## src/rtl/reservation_station_as_pkg.sv

```systemverilog
// Shared Tomasulo definitions for the add/sub reservation station:
// widths, CDB field layout, entry states and the per-entry payload.
package reservation_station_as_pkg;

    localparam int DATA_W  = 16;
    localparam int TAG_W   = 4;
    localparam int RD_W    = 3;
    localparam int CI_W    = 10;
    localparam int CDB_W   = 20;
    localparam int TAG_HI  = 19;
    localparam int TAG_LO  = 16;
    localparam int DATA_HI = 15;

    localparam logic [TAG_W-1:0] TAG_NONE = '0;

    typedef enum logic [1:0] {
        ST_FREE  = 2'd0,
        ST_WAIT  = 2'd1,
        ST_READY = 2'd2,
        ST_EXEC  = 2'd3
    } rs_state_e;

    typedef struct packed {
        logic              op;
        logic [DATA_W-1:0] vj;
        logic [TAG_W-1:0]  qj;
        logic [DATA_W-1:0] vk;
        logic [TAG_W-1:0]  qk;
        logic [RD_W-1:0]   rd;
        logic [CI_W-1:0]   clk_inst;
    } rs_fields_t;

endpackage

```

## src/rtl/reservation_station_as_if.sv

```systemverilog
// Issue, CDB and dispatch bundle of the add/sub reservation station.
// master = issue stage / CDB / FU side, slave = the station itself.
interface reservation_station_as_if;
    import reservation_station_as_pkg::*;

    logic              issue_valid;
    logic              issue_ready;
    logic              issue_op;
    logic [DATA_W-1:0] issue_vj;
    logic [DATA_W-1:0] issue_vk;
    logic [TAG_W-1:0]  issue_qj;
    logic [TAG_W-1:0]  issue_qk;
    logic [RD_W-1:0]   issue_rd;
    logic [CI_W-1:0]   issue_clk_inst;
    logic [TAG_W-1:0]  issue_tag;
    logic [CDB_W-1:0]  CDB;
    logic              cdb_valid;
    logic              disp_valid;
    logic              disp_ready;
    logic              disp_op;
    logic [DATA_W-1:0] disp_a;
    logic [DATA_W-1:0] disp_b;
    logic [RD_W-1:0]   disp_rd;
    logic [TAG_W-1:0]  disp_tag;
    logic [CI_W-1:0]   disp_clk_inst;

    modport master (
        output issue_valid, issue_op, issue_vj, issue_vk,
        output issue_qj, issue_qk, issue_rd, issue_clk_inst,
        output CDB, cdb_valid, disp_ready,
        input  issue_ready, issue_tag,
        input  disp_valid, disp_op, disp_a, disp_b,
        input  disp_rd, disp_tag, disp_clk_inst
    );

    modport slave (
        input  issue_valid, issue_op, issue_vj, issue_vk,
        input  issue_qj, issue_qk, issue_rd, issue_clk_inst,
        input  CDB, cdb_valid, disp_ready,
        output issue_ready, issue_tag,
        output disp_valid, disp_op, disp_a, disp_b,
        output disp_rd, disp_tag, disp_clk_inst
    );

endinterface

```

## src/rtl/reservation_station_as_rs_entry.sv

```systemverilog
// One reservation entry: FREE -> WAIT|READY -> EXEC -> FREE,
// snooping the CDB for pending operands and for its own release tag.
module reservation_station_as_rs_entry
    import reservation_station_as_pkg::*;
#(
    parameter logic [TAG_W-1:0] MY_TAG = 4'd1
) (
    input  logic              clk,
    input  logic              clr,
    input  logic              alloc,
    input  rs_fields_t        alloc_fields,
    input  logic              dispatch,
    input  logic              cdb_valid,
    input  logic [TAG_W-1:0]  cdb_tag,
    input  logic [DATA_W-1:0] cdb_data,
    output rs_state_e         state,
    output rs_fields_t        fields
);

    rs_state_e  state_nxt;
    rs_fields_t fields_nxt;
    logic       hit_j;
    logic       hit_k;
    logic       own_hit;

    assign hit_j   = cdb_valid && (fields.qj != TAG_NONE) && (fields.qj == cdb_tag);
    assign hit_k   = cdb_valid && (fields.qk != TAG_NONE) && (fields.qk == cdb_tag);
    assign own_hit = cdb_valid && (cdb_tag == MY_TAG);

    // Next state and payload: allocate, capture operands, dispatch, release.
    always_comb begin
        state_nxt  = state;
        fields_nxt = fields;
        unique case (state)
            ST_FREE: begin
                if (alloc) begin
                    fields_nxt = alloc_fields;
                    if ((alloc_fields.qj == TAG_NONE) &&
                        (alloc_fields.qk == TAG_NONE)) begin
                        state_nxt = ST_READY;
                    end else begin
                        state_nxt = ST_WAIT;
                    end
                end
            end
            ST_WAIT: begin
                if (hit_j) begin
                    fields_nxt.vj = cdb_data;
                    fields_nxt.qj = TAG_NONE;
                end
                if (hit_k) begin
                    fields_nxt.vk = cdb_data;
                    fields_nxt.qk = TAG_NONE;
                end
                if ((fields_nxt.qj == TAG_NONE) &&
                    (fields_nxt.qk == TAG_NONE)) begin
                    state_nxt = ST_READY;
                end
            end
            ST_READY: begin
                if (dispatch) begin
                    state_nxt = ST_EXEC;
                end
            end
            ST_EXEC: begin
                // The tag stays reserved until its own result is broadcast.
                if (own_hit) begin
                    state_nxt = ST_FREE;
                end
            end
            default: state_nxt = ST_FREE;
        endcase
    end

    // State and payload registers; clear drops the entry and its tags.
    always_ff @(posedge clk) begin
        if (clr) begin
            state  <= ST_FREE;
            fields <= '0;
        end else begin
            state  <= state_nxt;
            fields <= fields_nxt;
        end
    end

endmodule

```

## src/rtl/reservation_station_as.sv

```systemverilog
// Add/sub reservation station: allocates the lowest free entry on issue,
// bypasses a same-cycle CDB operand, and dispatches the oldest ready entry.
module reservation_station_as
    import reservation_station_as_pkg::*;
#(
    parameter int N_ENTRIES = 3,
    parameter int BASE_TAG  = 1
) (
    input logic CLK,
    input logic CLR,
    reservation_station_as_if.slave bus
);

    logic [TAG_W-1:0]  snoop_tag;
    logic [DATA_W-1:0] snoop_data;
    logic              bypass_j;
    logic              bypass_k;
    rs_fields_t        new_fields;

    rs_state_e         st [N_ENTRIES];
    rs_fields_t        fl [N_ENTRIES];

    logic [N_ENTRIES-1:0] alloc_oh;
    logic [N_ENTRIES-1:0] alloc;
    logic [N_ENTRIES-1:0] disp_oh;
    logic [N_ENTRIES-1:0] dispatch;
    logic                 free_any;
    logic [TAG_W-1:0]     free_tag;

    logic                 ready_any;
    logic                 sel_op;
    logic [DATA_W-1:0]    sel_a;
    logic [DATA_W-1:0]    sel_b;
    logic [RD_W-1:0]      sel_rd;
    logic [TAG_W-1:0]     sel_tag;
    logic [CI_W-1:0]      sel_ci;
    logic                 disp_on;
    logic                 disp_fire;

    assign snoop_tag  = bus.CDB[TAG_HI:TAG_LO];
    assign snoop_data = bus.CDB[DATA_HI:0];

    assign bypass_j = bus.cdb_valid && (bus.issue_qj != TAG_NONE) &&
                      (bus.issue_qj == snoop_tag);
    assign bypass_k = bus.cdb_valid && (bus.issue_qk != TAG_NONE) &&
                      (bus.issue_qk == snoop_tag);

    // Issue payload, with operands resolved by a broadcast in the issue cycle.
    always_comb begin
        new_fields          = '0;
        new_fields.op       = bus.issue_op;
        new_fields.vj       = bypass_j ? snoop_data : bus.issue_vj;
        new_fields.qj       = bypass_j ? TAG_NONE : bus.issue_qj;
        new_fields.vk       = bypass_k ? snoop_data : bus.issue_vk;
        new_fields.qk       = bypass_k ? TAG_NONE : bus.issue_qk;
        new_fields.rd       = bus.issue_rd;
        new_fields.clk_inst = bus.issue_clk_inst;
    end

    // Lowest-index free entry, from registered state only.
    always_comb begin
        alloc_oh = '0;
        free_any = 1'b0;
        free_tag = TAG_NONE;
        for (int i = 0; i < N_ENTRIES; i++) begin
            if (!free_any && (st[i] == ST_FREE)) begin
                free_any    = 1'b1;
                alloc_oh[i] = 1'b1;
                free_tag    = TAG_W'(BASE_TAG + i);
            end
        end
    end

    // Oldest ready entry; strict compare keeps ties on the lowest index.
    always_comb begin
        disp_oh   = '0;
        ready_any = 1'b0;
        sel_op    = 1'b0;
        sel_a     = '0;
        sel_b     = '0;
        sel_rd    = '0;
        sel_tag   = TAG_NONE;
        sel_ci    = '0;
        for (int i = 0; i < N_ENTRIES; i++) begin
            if ((st[i] == ST_READY) &&
                (fl[i].qj == TAG_NONE) && (fl[i].qk == TAG_NONE) &&
                (!ready_any || (fl[i].clk_inst < sel_ci))) begin
                ready_any  = 1'b1;
                disp_oh    = '0;
                disp_oh[i] = 1'b1;
                sel_op     = fl[i].op;
                sel_a      = fl[i].vj;
                sel_b      = fl[i].vk;
                sel_rd     = fl[i].rd;
                sel_tag    = TAG_W'(BASE_TAG + i);
                sel_ci     = fl[i].clk_inst;
            end
        end
    end

    assign disp_on   = ready_any && !CLR;
    assign disp_fire = disp_on && bus.disp_ready;
    assign alloc     = alloc_oh & {N_ENTRIES{bus.issue_valid && !CLR}};
    assign dispatch  = disp_oh & {N_ENTRIES{disp_fire}};

    assign bus.issue_ready   = free_any && !CLR;
    assign bus.issue_tag     = CLR ? TAG_NONE : free_tag;
    assign bus.disp_valid    = disp_on;
    assign bus.disp_op       = disp_on && sel_op;
    assign bus.disp_a        = disp_on ? sel_a : '0;
    assign bus.disp_b        = disp_on ? sel_b : '0;
    assign bus.disp_rd       = disp_on ? sel_rd : '0;
    assign bus.disp_tag      = disp_on ? sel_tag : TAG_NONE;
    assign bus.disp_clk_inst = disp_on ? sel_ci : '0;

    for (genvar g = 0; g < N_ENTRIES; g++) begin : g_entry
        reservation_station_as_rs_entry #(
            .MY_TAG(TAG_W'(BASE_TAG + g))
        ) u_entry (
            .clk          (CLK),
            .clr          (CLR),
            .alloc        (alloc[g]),
            .alloc_fields (new_fields),
            .dispatch     (dispatch[g]),
            .cdb_valid    (bus.cdb_valid),
            .cdb_tag      (snoop_tag),
            .cdb_data     (snoop_data),
            .state        (st[g]),
            .fields       (fl[g])
        );
    end

endmodule

```

## src/flat_wrapper.sv

```systemverilog
// flat-port wrapper written by rule: the top's interface ports become plain ports
module reservation_station_as_flat import reservation_station_as_pkg::*;
#(
    parameter int N_ENTRIES = 3,
    parameter int BASE_TAG  = 1
)
  (CLK, CLR, bus_issue_valid, bus_issue_op, bus_issue_vj, bus_issue_vk, bus_issue_qj, bus_issue_qk, bus_issue_rd, bus_issue_clk_inst, bus_CDB, bus_cdb_valid, bus_disp_ready, bus_issue_ready, bus_issue_tag, bus_disp_valid, bus_disp_op, bus_disp_a, bus_disp_b, bus_disp_rd, bus_disp_tag, bus_disp_clk_inst);
  reservation_station_as_if bus_i ();
  input logic CLK;
  input logic CLR;
  input wire logic [$bits(bus_i.issue_valid)-1:0] bus_issue_valid;
  input wire logic [$bits(bus_i.issue_op)-1:0] bus_issue_op;
  input wire logic [$bits(bus_i.issue_vj)-1:0] bus_issue_vj;
  input wire logic [$bits(bus_i.issue_vk)-1:0] bus_issue_vk;
  input wire logic [$bits(bus_i.issue_qj)-1:0] bus_issue_qj;
  input wire logic [$bits(bus_i.issue_qk)-1:0] bus_issue_qk;
  input wire logic [$bits(bus_i.issue_rd)-1:0] bus_issue_rd;
  input wire logic [$bits(bus_i.issue_clk_inst)-1:0] bus_issue_clk_inst;
  input wire logic [$bits(bus_i.CDB)-1:0] bus_CDB;
  input wire logic [$bits(bus_i.cdb_valid)-1:0] bus_cdb_valid;
  input wire logic [$bits(bus_i.disp_ready)-1:0] bus_disp_ready;
  output wire logic [$bits(bus_i.issue_ready)-1:0] bus_issue_ready;
  output wire logic [$bits(bus_i.issue_tag)-1:0] bus_issue_tag;
  output wire logic [$bits(bus_i.disp_valid)-1:0] bus_disp_valid;
  output wire logic [$bits(bus_i.disp_op)-1:0] bus_disp_op;
  output wire logic [$bits(bus_i.disp_a)-1:0] bus_disp_a;
  output wire logic [$bits(bus_i.disp_b)-1:0] bus_disp_b;
  output wire logic [$bits(bus_i.disp_rd)-1:0] bus_disp_rd;
  output wire logic [$bits(bus_i.disp_tag)-1:0] bus_disp_tag;
  output wire logic [$bits(bus_i.disp_clk_inst)-1:0] bus_disp_clk_inst;
  assign bus_i.issue_valid = bus_issue_valid;
  assign bus_i.issue_op = bus_issue_op;
  assign bus_i.issue_vj = bus_issue_vj;
  assign bus_i.issue_vk = bus_issue_vk;
  assign bus_i.issue_qj = bus_issue_qj;
  assign bus_i.issue_qk = bus_issue_qk;
  assign bus_i.issue_rd = bus_issue_rd;
  assign bus_i.issue_clk_inst = bus_issue_clk_inst;
  assign bus_i.CDB = bus_CDB;
  assign bus_i.cdb_valid = bus_cdb_valid;
  assign bus_i.disp_ready = bus_disp_ready;
  assign bus_issue_ready = bus_i.issue_ready;
  assign bus_issue_tag = bus_i.issue_tag;
  assign bus_disp_valid = bus_i.disp_valid;
  assign bus_disp_op = bus_i.disp_op;
  assign bus_disp_a = bus_i.disp_a;
  assign bus_disp_b = bus_i.disp_b;
  assign bus_disp_rd = bus_i.disp_rd;
  assign bus_disp_tag = bus_i.disp_tag;
  assign bus_disp_clk_inst = bus_i.disp_clk_inst;
  reservation_station_as #(.N_ENTRIES(N_ENTRIES), .BASE_TAG(BASE_TAG)) u_core (.CLK(CLK), .CLR(CLR), .bus(bus_i));
endmodule
```

## config.mk

```make
export PLATFORM = sky130hd
export DESIGN_NAME = reservation_station_as_flat
export DESIGN_NICKNAME = d
export VERILOG_FILES = /design/src/rtl/reservation_station_as_pkg.sv /design/src/rtl/reservation_station_as_if.sv /design/src/rtl/reservation_station_as_rs_entry.sv /design/src/rtl/reservation_station_as.sv /design/src/flat_wrapper.sv
export SDC_FILE = /design/constraint.sdc
export NUM_CORES = 1
export LEC_CHECK = 0
export ABC_CLOCK_PERIOD_IN_PS = 7400
export BUFFER_PORTS_ARGS = -buffer_cell sky130_fd_sc_hd__clkbuf_2
export CAP_MARGIN = 0
export CORE_MARGIN = 5
export CORE_UTILIZATION = 48
export CTS_CLUSTER_SIZE = 8
export DETAILED_ROUTE_END_ITERATION = 12
export GPL_ROUTABILITY_DRIVEN = 0
export MAX_ROUTING_LAYER = met4
export PLACE_DENSITY = 0.77
export SYNTH_ARGS = -nofsm -noshare
export SYNTH_HDL_FRONTEND = slang
export SYNTH_SLANG_ARGS = --single-unit
export TNS_END_PERCENT = 5
```

## constraint.sdc

```tcl
create_clock -name CLK -period 7.4 [get_ports CLK]
set_input_delay 1.85 -clock CLK [delete_from_list [all_inputs] [get_ports CLK]]
set_output_delay 1.85 -clock CLK [all_outputs]
set_load 0.05 [all_outputs]
```

After elaboration in Yosys (flattened, before gate mapping)
Index checks and enable logic that the tools add are counted.

operators by class
  order comparisons = 2
  multiplexer cells = 76
  equal/unequal tests = 38
  reduce and logical (&&, ||, !) cells = 88
  bitwise operators = 2

operators with widths
  cell                number
  $mux 20             12
  $pmux 40 s2         3
  $mux 16             10
  $mux 53             3
  $logic_not 4->1     14
  $mux 10             4
  $logic_and 1x1->1   38
  $mux 2              19
  $eq 4x4->1          8
  $reduce_bool 4->1   8
  $ne 2x2->1 const B  12
  $pmux 2 s4          3
  $lt 10x10->1        2
  $mux 3              6
  $reduce_and 3->1    6
  $mux 1              14
  $eq 2x2->1 const B  6
  $ne 2x1->1 const B  6
  $reduce_and 2->1    6
  $reduce_and 4->1    3
  $eq 4x2->1 const B  2
  $mux 4              2
  $and 3x3->3         2
  $eq 2x1->1 const B  3
  other kinds (5)     14

storage, ports and cells
  bits of input ports = 79
  logic and storage cells = 230
  flip-flop bits (word level) = 168
  output and inout bits = 56

Longest topological paths before layout
Gate-level depths: netlist (run 1).

  depth after elaboration = 17
  depth in mapped cells = 27
  depth with buffers taken out = 19

Modules after synthesis
A second synthesis (run 1) with hierarchy kept.

second synthesis, totals
  cells, all modules = 1330
  area, all modules = 11174.5 um^2

by module, submodules not included
  module                                                            cells an instance  area an instance (um^2)  instances  sequential area each (um^2)
  reservation_station_as_rs_entry at u_core.g_entry[0].u_entry ...  330                2911.5                   2          1121.1
  reservation_station_as_rs_entry at u_core.g_entry[2].u_entry      329                2872.8                   1          1121.1
  reservation_station_as                                            341                2478.6                   1          0.0

Worst setup path after synthesis (run 1)
OpenSTA, ideal clock, no wires.

  path type = register to output
  start = register u_core.g_entry[0].u_entry.fields[16] (netlist name)
  end = output bus_disp_clk_inst[1]
  stages on the path, launching flop included = 25
  data arrival time = 6.087 ns
  path buffers = 7
  required time = 5.550 ns
  setup slack = -0.537 ns
  path through = dfxtp_1 -> nor4_2 -> and3_1 -> buf_2 -> clkbuf_1 -> clkbuf_1 -> nand2_1 -> ha_1 -> a21oi_1 -> a211oi_1 -> or3_1 -> o21a_1 -> or2_2 -> buf_2 -> buf_4 -> a31oi_1 -> ha_1 -> a211oi_1 -> o21ai_0 -> a221oi_1 -> o21bai_1 -> a41o_1 -> buf_6 -> buf_2 -> a211oi_1

on the way
  cells in the longest elaborated chain, start to end = 13
  elaborated cells on any way between the ends = 18
  classes of those cells = 2 x order compare; 7 x mux; 9 x reduce/logical

ends and longest elaborated chain
  element                                                 line                                   RTL
  start: declaration                                      reservation_station_as_rs_entry.sv:17  output rs_fields_t fields
  start signal: assignment                                reservation_station_as_rs_entry.sv:82  fields <= fields_nxt;
  $logic_not 4->1 (*)                                     reservation_station_as.sv:86           (fl[i].qj == TAG_NONE) && (fl[i].qk == TAG_NONE) &&
  $logic_and 1x1->1 (*)                                   reservation_station_as.sv:86
  $mux 10 / $mux 1 (equally long branches)                reservation_station_as.sv:85           if ((st[i] == ST_READY) &&
  $lt 10x10->1 / $logic_not 1->1 (equally long branches)  reservation_station_as.sv:87           (!ready_any || (fl[i].clk_inst < sel_ci))) begin
  $logic_or 1x1->1                                        reservation_station_as.sv:87
  $logic_and 1x1->1                                       reservation_station_as.sv:86
  $mux 10 / $mux 1 (equally long branches)                reservation_station_as.sv:85
  $lt 10x10->1 / $logic_not 1->1 (equally long branches)  reservation_station_as.sv:87
  $logic_or 1x1->1                                        reservation_station_as.sv:87
  $logic_and 1x1->1                                       reservation_station_as.sv:86
  $mux 1                                                  reservation_station_as.sv:85
  $logic_and 1x1->1                                       reservation_station_as.sv:101          assign disp_on = ready_any && !CLR;
  $mux 10 (*)                                             reservation_station_as.sv:114          assign bus.disp_clk_inst = disp_on ? sel_ci : '0;
  end: declaration                                        flat_wrapper.sv:30                     output wire logic [$bits(bus_i.disp_clk_inst)-1:0] bus_disp_clk_inst;

Every way passes the cells marked *; elsewhere a longest branch is shown, timed or not.

Final worst setup path (run 1)
  start = register u_core.g_entry[0].u_entry.fields[16] (netlist name)
  end = output bus_disp_a[1]

on the way
  cells in the longest elaborated chain, start to end = 13
  elaborated cells on any way between the ends = 20
  classes of those cells = 2 x order compare; 9 x mux; 9 x reduce/logical

ends and longest elaborated chain
  element                                                 line                           RTL
  $logic_not 4->1 (*)                                     reservation_station_as.sv:86
  $logic_and 1x1->1 (*)                                   reservation_station_as.sv:86
  $mux 10 / $mux 1 (equally long branches)                reservation_station_as.sv:85
  $lt 10x10->1 / $logic_not 1->1 (equally long branches)  reservation_station_as.sv:87
  $logic_or 1x1->1                                        reservation_station_as.sv:87
  $logic_and 1x1->1                                       reservation_station_as.sv:86
  $mux 10 / $mux 1 (equally long branches)                reservation_station_as.sv:85
  $lt 10x10->1 / $logic_not 1->1 (equally long branches)  reservation_station_as.sv:87
  $logic_or 1x1->1                                        reservation_station_as.sv:87
  $logic_and 1x1->1                                       reservation_station_as.sv:86
  $mux 1                                                  reservation_station_as.sv:85
  $logic_and 1x1->1                                       reservation_station_as.sv:101
  $mux 16 (*)                                             reservation_station_as.sv:110  assign bus.disp_a = disp_on ? sel_a : '0;
  end: declaration                                        flat_wrapper.sv:26             output wire logic [$bits(bus_i.disp_a)-1:0] bus_disp_a;

Marked as above.

==> metrics.md, run 1 <==
| Metric | Value |
|---|---|
| Failing checks | setup timing |
| Outcome | complete, but fails checks |
| CP max FO | 19 |
| Share of layout cells above drive strength 1 | 0.228 |
| Crit path kind | reg2out |
| Vias post-DR | between 10000 and 15000 |
| Leakage | 4.51 nW |
| IO Count | 135 |
| CP Capture Type | primary output |
| Tcrit/Tclk final | 1.00 |
| CTS Buf Count | 17 |
| Number of failing hold endpoints at the final stage | 0 |
| Setup TNS | -0.0317 ns |
| Initial antenna violation count | 0 |
| Total global-route track usage | 0.279 |
| Synthesized area | 0.00984 mm2 |
| Peak VDD IR | 0.000189 V |
| Vias in the first global route | 9307 |
| Synth warn | 0 |
| PwrDens | 247 mW/mm2 |
| Relative slew slack | 0.227 |
| Final setup margin | -0.0317 ns |
| Max-cap violation count | 0 |
| Mean Syn Cell Area | 8.08 um2 |
| CTS clk-pin slew, worst paths | 0.07 ns |
| Pin count of the biggest net entering global routing | 103 |
| Antenna Violating Nets Remaining | 0 |
| Startpoint Class | flip-flop |
| Ys async rst share | 0 |
| N_diodes | 0 |
| Chip Width | 153 um |
| CP peak stage delay | about 0.39 ns |
| Post-Route Utilization | 0.615 |
| Most frequent cells in the layout | nor2_1, dfxtp_1, nand2_1 |
| Slew Limit Fails | 0 |
| Top Layer Used | met4 |
| Fmax | 135 MHz |
| CP Cell Sequence | nor4_4 > buf_4 > and3_4 > nand2_1 > ha_1 > nand3_1 > a211oi_1 > or3_1 > o21a_2 > buf_4 > nor3b_1 > a31oi_1 > ha_1 > nand4_1 > nor3_2 > nand2_1 > nor2_4 > a41o_4 > buf_16 > nor2_1 > a211oi_2 > buf_12 |
| DR iter-0 viols | 1262 |
| Most common cell after layout, fill and taps aside | nor2_1 |
| Rows | 52 |
| Post-route DRC | 0 |
| WP data arrival | 5.58 ns |
| Die ar. | 0.0235 mm2 |
| Dpl hpwl | around 22000 um |
| WL met2 | roughly 16000 um |
| WL met1 | 13500 um |
| Met3 wire length | 3530 um |
| Hold Buf Count CTS | 0 |
| H-tree depth | 4 |
| Worst-Skew Late Latency | 0.45 ns |
| Main flop type after synthesis | dfxtp_1 |
| CP max stage cell | a41o_4 |
| Area grow syn2layout | 26.5% |
| Vias per inst | about 6.5 |
| Worst-Margin Slew | roughly 1.2 ns |
| Port Buf Inserts | 130 |
| Root buffer cell | clkbuf_16 |
| Nets | 1401 |
| Initial DRT Pass Iterations | 6 |
| Final setup fails | 1 |
| Netlist cell types | 60 |
| First-pass GRT wire length | 51600 um |
| Starting density of the core | 0.487 |
| WL final | between 30000 and 40000 um |
| Seq/Total Area, Yosys | 0.342 |
| WL per Instance | 22.1 um |
| Fillers | 1651 |
| Overflow after GRT | 0 |
| Die Y | 153 um |
| Post-synth EDFFs | 0 |
| Worst hold path type | reg2reg |
| Final Power | 3.08 mW |
| Minimum clock period | 7.43 ns |
| Clk buf depth | 2 |
| Fin Clk Skew | roughly 0.016 ns |
| Critical Path RT | 5.55 ns |
| CTS tree | built |
| Clk sinks | 168 |
| Core area | between 0.02 and 0.025 mm2 |
| Synthesized instance count | 1218 |
| Yosys reg bits | 168 |
==> power breakdown <==
group | leakage (nW) | total, mW | internal, mW | switching (mW)
clock | 0.289 | 0.923 | 0.485 | 0.438
sequential | 1.37 | 1.15 | 1.05 | 0.0977
combinational | 2.86 | 1.01 | 0.354 | 0.655
total | 4.51 | 3.08 | 1.89 | 1.19
==> through the flow <==
stage,worst slack [ns],instance area (um2),instances,hold slack [ns]
after floorplan,-0.254,9910,1221,0.440
after global placement,0.205,11300,1527,0.455
after detailed placement,-0.0292,11300,1527,0.463
after CTS,0.00158,12000,1569,0.474
after global routing,-0.177,12500,1572,0.495
final,-0.0317,12500,1572,0.477
==> synth_stat cells, types with 3 or more instances <==
cell / instances / area, um2
o31ai_1: 12 / 90.1
buf_4: 5 / 37.5
nor3_1: 58 / 290
nand3_1: 11 / 55.1
nor4_1: 8 / 50.1
nor3b_1: 39 / 293
xor2_1: 11 / 96.3
nand4_1: 6 / 37.5
a211oi_2: 29 / 363
o21ai_1: 6 / 30.0
a221oi_1: 49 / 429
a31oi_1: 37 / 231
nand2_1: 106 / 398
nand3b_1: 30 / 225
xnor2_1: 17 / 149
nor2_1: 183 / 687
inv_1: 25 / 93.8
nor2b_1: 3 / 18.8
a21oi_2: 3 / 26.3
mux2i_1: 17 / 170
o21ai_0: 16 / 80.1
buf_2: 17 / 85.1
clkbuf_1: 85 / 319
and2_1: 9 / 56.3
a21o_1: 6 / 45.0
a211oi_1: 62 / 465
dfxtp_1: 168 / 3360
o311ai_0: 9 / 78.8
a211o_1: 4 / 35.0
buf_1: 3 / 11.3
o22ai_1: 30 / 188
or3_1: 7 / 43.8
a21oi_1: 13 / 65.1
buf_6: 7 / 78.8
a22oi_1: 38 / 285
nand2b_1: 21 / 131
o21a_1: 3 / 22.5
or2_2: 5 / 31.3
ha_1: 33 / 413
==> metal layers <==
metal	GRT usage	up-vias
li1	-	4617
met4	0.119	0
met1	0.354	4831
met2	0.430	683
met3	0.0611	138
met5	-	-
==> flip-flops by register name, indices dropped and copies added (netlist names) <==
| name | cells |
|---|---|
| u_core.g_entry.u_entry.state | 6 |
| u_core.g_entry.u_entry.fields | 162 |
==> kinds of logic after synthesis <==
| kind of cell | count (synthesis) | synth area share |
|---|---|---|
| flops | 168 | 0.342 |
| fa+ha+maj | 33 | 0.0419 |
| other cells | 1 | 0.000381 |
| mux | 20 | 0.0207 |
| xor+xnor | 28 | 0.0249 |
| simple gates | 493 | 0.245 |
| buf+inv | 143 | 0.0639 |
| compound gates | 332 | 0.262 |
==> critical path, delay by kind of cell (launching register included) <==
kind / cells / cell delay, ns
and+or+nand+nor: 11 / 2.13
AOI/OAI and AO/OA: 5 / 1.19
buffers and inverters: 4 / 0.81
adders and majority gates: 2 / 0.64
DFF: 1 / 0.35
==> cell type report <==
class	count	area, um2	area share
multi-input combinational	912	6350	0.510
sequential	168	3360	0.270
timing repair buffer	164	1700	0.137
clock buffer	17	425	0.0342
tap	270	338	0.0271
clock inverter	15	175	0.0141
inverter	26	97.6	0.00784
==> repair_timing <==
action,in CTS,in global routing
pin swaps,4,7
cloned,2,3
buffers inserted,8,0
hold endpoints to repair,0,0
setup endpoints to repair,48,48
resized for setup,5,64
==> path summary, 6_finish.rpt <==
check / start / end / slack, ns / cells after the start
worst max-delay path: u_core.g_entry[0].u_entry.fields[16] / bus_disp_a[1] / -0.03 / 22
worst min-delay path: u_core.g_entry[1].u_entry.fields[10] / u_core.g_entry[1].u_entry.fields[10] / 0.48 / 2
worst max register to register: u_core.g_entry[0].u_entry.fields[16] / u_core.g_entry[0].u_entry.state[1] / 2.31 / 19
worst min register to register: u_core.g_entry[1].u_entry.fields[10] / u_core.g_entry[1].u_entry.fields[10] / 0.48 / 2
Note: power is estimated with default switching activity, not from simulation.
==> run 2: changes to the inputs <==
==> constraint.sdc (replaced) <==
create_clock -name CLK -period 7.4 [get_ports CLK]
set_input_delay 1.85 -clock CLK [delete_from_list [all_inputs] [get_ports CLK]]
set_output_delay 1.85 -clock CLK [all_outputs]
set_load 0.1 [all_outputs]
==> run 2 against run 1 <==
Against the previous run: the flow now finishes without violations; design area rose by 2.3%; cell count rose by 0.70%; first-iteration DRC count rose by 22%; global-route usage rose by 0.81 points; critical endpoint is now bus_disp_b[5]; largest power group unchanged; maximum frequency rose by 1.5%; critical path depth fell by 2; largest cell class unchanged; flip-flop and latch count did not move; highest routed layer unchanged; via count rose by 2.7%; worst setup slack improved by 0.11 ns.
==> metrics.md, run 2 (synthesized netlist as in run 1, its figures left out) <==
| Metric | Value |
|---|---|
| Root buffer cell | clkbuf_16 |
| First-pass GRT wire length | 53200 um |
| Placed Area | about 0.012 mm2 |
| DR iter-0 viols | 1535 |
| H-tree depth | 4 |
| Core area | 0.0202 mm2 |
| Internal power | ~1.9 mW |
| Critical Path RT | 5.55 ns |
| Relative slew slack | 0.211 |
| Post-route DRC | 0 |
| Pin count of the biggest net entering global routing | between 100 and 150 |
| Pre-CTS WS | 0.248 ns |
| Vias in the first global route | 9718 |
| CP Capture Type | primary output |
| Clk sinks | ~170 |
| Minimum clock period | 7.32 ns |
| Startpoint Class | flip-flop |
| Vias per inst | 6.66 |
| Starting density of the core | 0.487 |
| WL per Instance | 22.7 um |
| Worst Hold Path Cells | 2 |
| Initial antenna violation count | 1 |
| Most common cell after layout, fill and taps aside | nor2_1 |
| Die ar. | between 0.02 and 0.025 mm2 |
| Worst-Margin Slew | ~1.2 ns |
| Setup TNS | 0 ns |
| Logic pwr share | 0.336 |
| Leakage | 4.59 nW |
| CTS clk-pin slew, worst paths | 0.07 ns |
| Fillers | 1607 |
| Rows | 52 |
| Dpl hpwl | between 20000 and 25000 um |
| Hold path endpoint | u_core.g_entry[0].u_entry.fields[12] |
| Die Y | 153 um |
| Total global-route track usage | 0.287 |
| Nets | ~1400 |
| Hold Slack | 0.480 ns |
| Overflow after GRT | 0 |
| Worst R2R End | u_core.g_entry[0].u_entry.state[1] |
| Largest regs | u_core.g_entry.u_entry.fields x162, u_core.g_entry.u_entry.state x6 |
| Max reg flops | around 160 |
| Initial DRT Pass Iterations | 8 |
| RR Startpoint | u_core.g_entry[0].u_entry.fields[36] |
| Reg2reg setup slack | 2.25 ns |
| Vias post-DR | 10500 |
| Worst hold path type | reg2reg |
| Tcrit/Tclk final | 0.989 |
| Hold Buf Count CTS | 0 |
| Most frequent cells in the layout | nor2_1, dfxtp_1, nand2_1 |
| Area grow syn2layout | 29.4% |
| Top reg by flops | u_core.g_entry.u_entry.fields |
| CTS Buf Count | 17 |
| PwrDens | approximately 250 mW/mm2 |
| Clk buf depth | 2 |
| Sequential power share | 0.370 |
| Antenna Violating Nets Remaining | 0 |
| Switch share | 0.396 |
| IO Count | 135 |
| Port Buf Inserts | 130 |
| Peak VDD IR | about 0.00017 V |
| CP max FO | 8 |
| NetSw | 1.24 mW |
| Final setup margin | a little under 0.08 ns |
| Clock Power Share | 0.294 |
| Number of failing hold endpoints at the final stage | 0 |
| Share of layout cells above drive strength 1 | 0.238 |
| Worst-Skew Late Latency | between 0.4 and 0.5 ns |
| Slew Limit Fails | 0 |
| Chip Width | roughly 150 um |
| CTS tree | built |
| Final Cell Area | 0.0127 mm2 |
| Register-to-Register Path Depth | 19 |
| Max-cap violation count | 0 |
| Hold_sp | u_core.g_entry[0].u_entry.fields[12] |
| Fin Clk Skew | 0.0104 ns |
| Outcome | completed |
| WP data arrival | 5.47 ns |
| WL final | 36000 um |
| Fmax | ~140 MHz |
| Final setup fails | 0 |
| Crit path kind | reg2out |
run 2: metal layers:
metal  vias up  track usage  wire length [um]
li1       4612            -                 -
met3       164       0.0625              3810
met2       765        0.434             16500
met4         0        0.123              1630
met5         -            -                 0
met1      5003        0.372             14100
run 2: worst max path at each step:
stage,startpoint,end,slack [ns],depth (start not counted)
5_1_grt,u_core.g_entry[0].u_entry.fields[36],bus_disp_clk_inst[8],-0.09,20
3_5_place_dp,u_core.g_entry[0].u_entry.fields[13],bus_disp_clk_inst[5],0.25,20
3_3_place_gp,u_core.g_entry[0].u_entry.fields[36],bus_disp_clk_inst[5],0.33,20
6_report,u_core.g_entry[0].u_entry.fields[36],bus_disp_b[5],0.08,20
2_1_floorplan,u_core.g_entry[0].u_entry.fields[15],bus_disp_a[0],0.01,25
4_1_cts,u_core.g_entry[0].u_entry.state[0],bus_disp_clk_inst[5],0.04,22
run 2: timing repair:
item                                    4_1_cts  5_1_grt
endpoints found under the setup margin       48       48
endpoints found under the hold margin         0        0
buffers inserted                              4       10
cloned                                        1        7
resized for setup                            11       26
pin swaps                                     3       12
run 2: critical path, cell delays in order (launching register included):
cell and delay [ns]:
dfxtp_2 0.35, nor4_4 0.29, and3_4 0.32, nand2_1 0.11, ha_4 0.26, a211oi_2 0.23, nor2_1 0.09, or3_1 0.37
o21a_4 0.27, or2_4 0.33, a31oi_4 0.24, ha_4 0.24, a211oi_2 0.21, o21ai_1 0.10, a221oi_2 0.34, o21bai_2 0.16
a41o_4 0.34, buf_4 0.16, mux2i_1 0.28, nor2_2 0.08, buf_12 0.21
run 2: power groups by stage:
stage	clock (mW)	sequential, mW	combinational, mW
after global placement	0	1.16	0.940
after global routing	0.950	1.17	1.12
final	0.919	1.16	1.05
after floorplan	0	1.14	0.710
after detailed placement	0	1.16	0.960
after CTS	0.908	1.15	0.989
run 2: area by class of cell:
cell class	instances	area, um2	area share
flip-flops and latches	168	3370	0.264
diodes	1	2.50	0.000196
multi-input cells	914	6540	0.513
clock inverters	15	161	0.0127
inverters	26	97.6	0.00766
clock buffers	17	425	0.0334
repair buffers	172	1810	0.142
well taps	270	338	0.0265
run 2: stage by stage:
| step | std cells | util | power [mW] |
|---|---|---|---|
| 3_3_place_gp | 1528 | 0.581 | 2.10 |
| 3_5_place_dp | 1528 | 0.581 | 2.12 |
| 4_1_cts | 1565 | 0.614 | 3.04 |
| 2_1_floorplan | 1221 | - | 1.85 |
| 5_1_grt | 1583 | 0.629 | 3.24 |
| 6_report | 1583 | 0.629 | 3.13 |
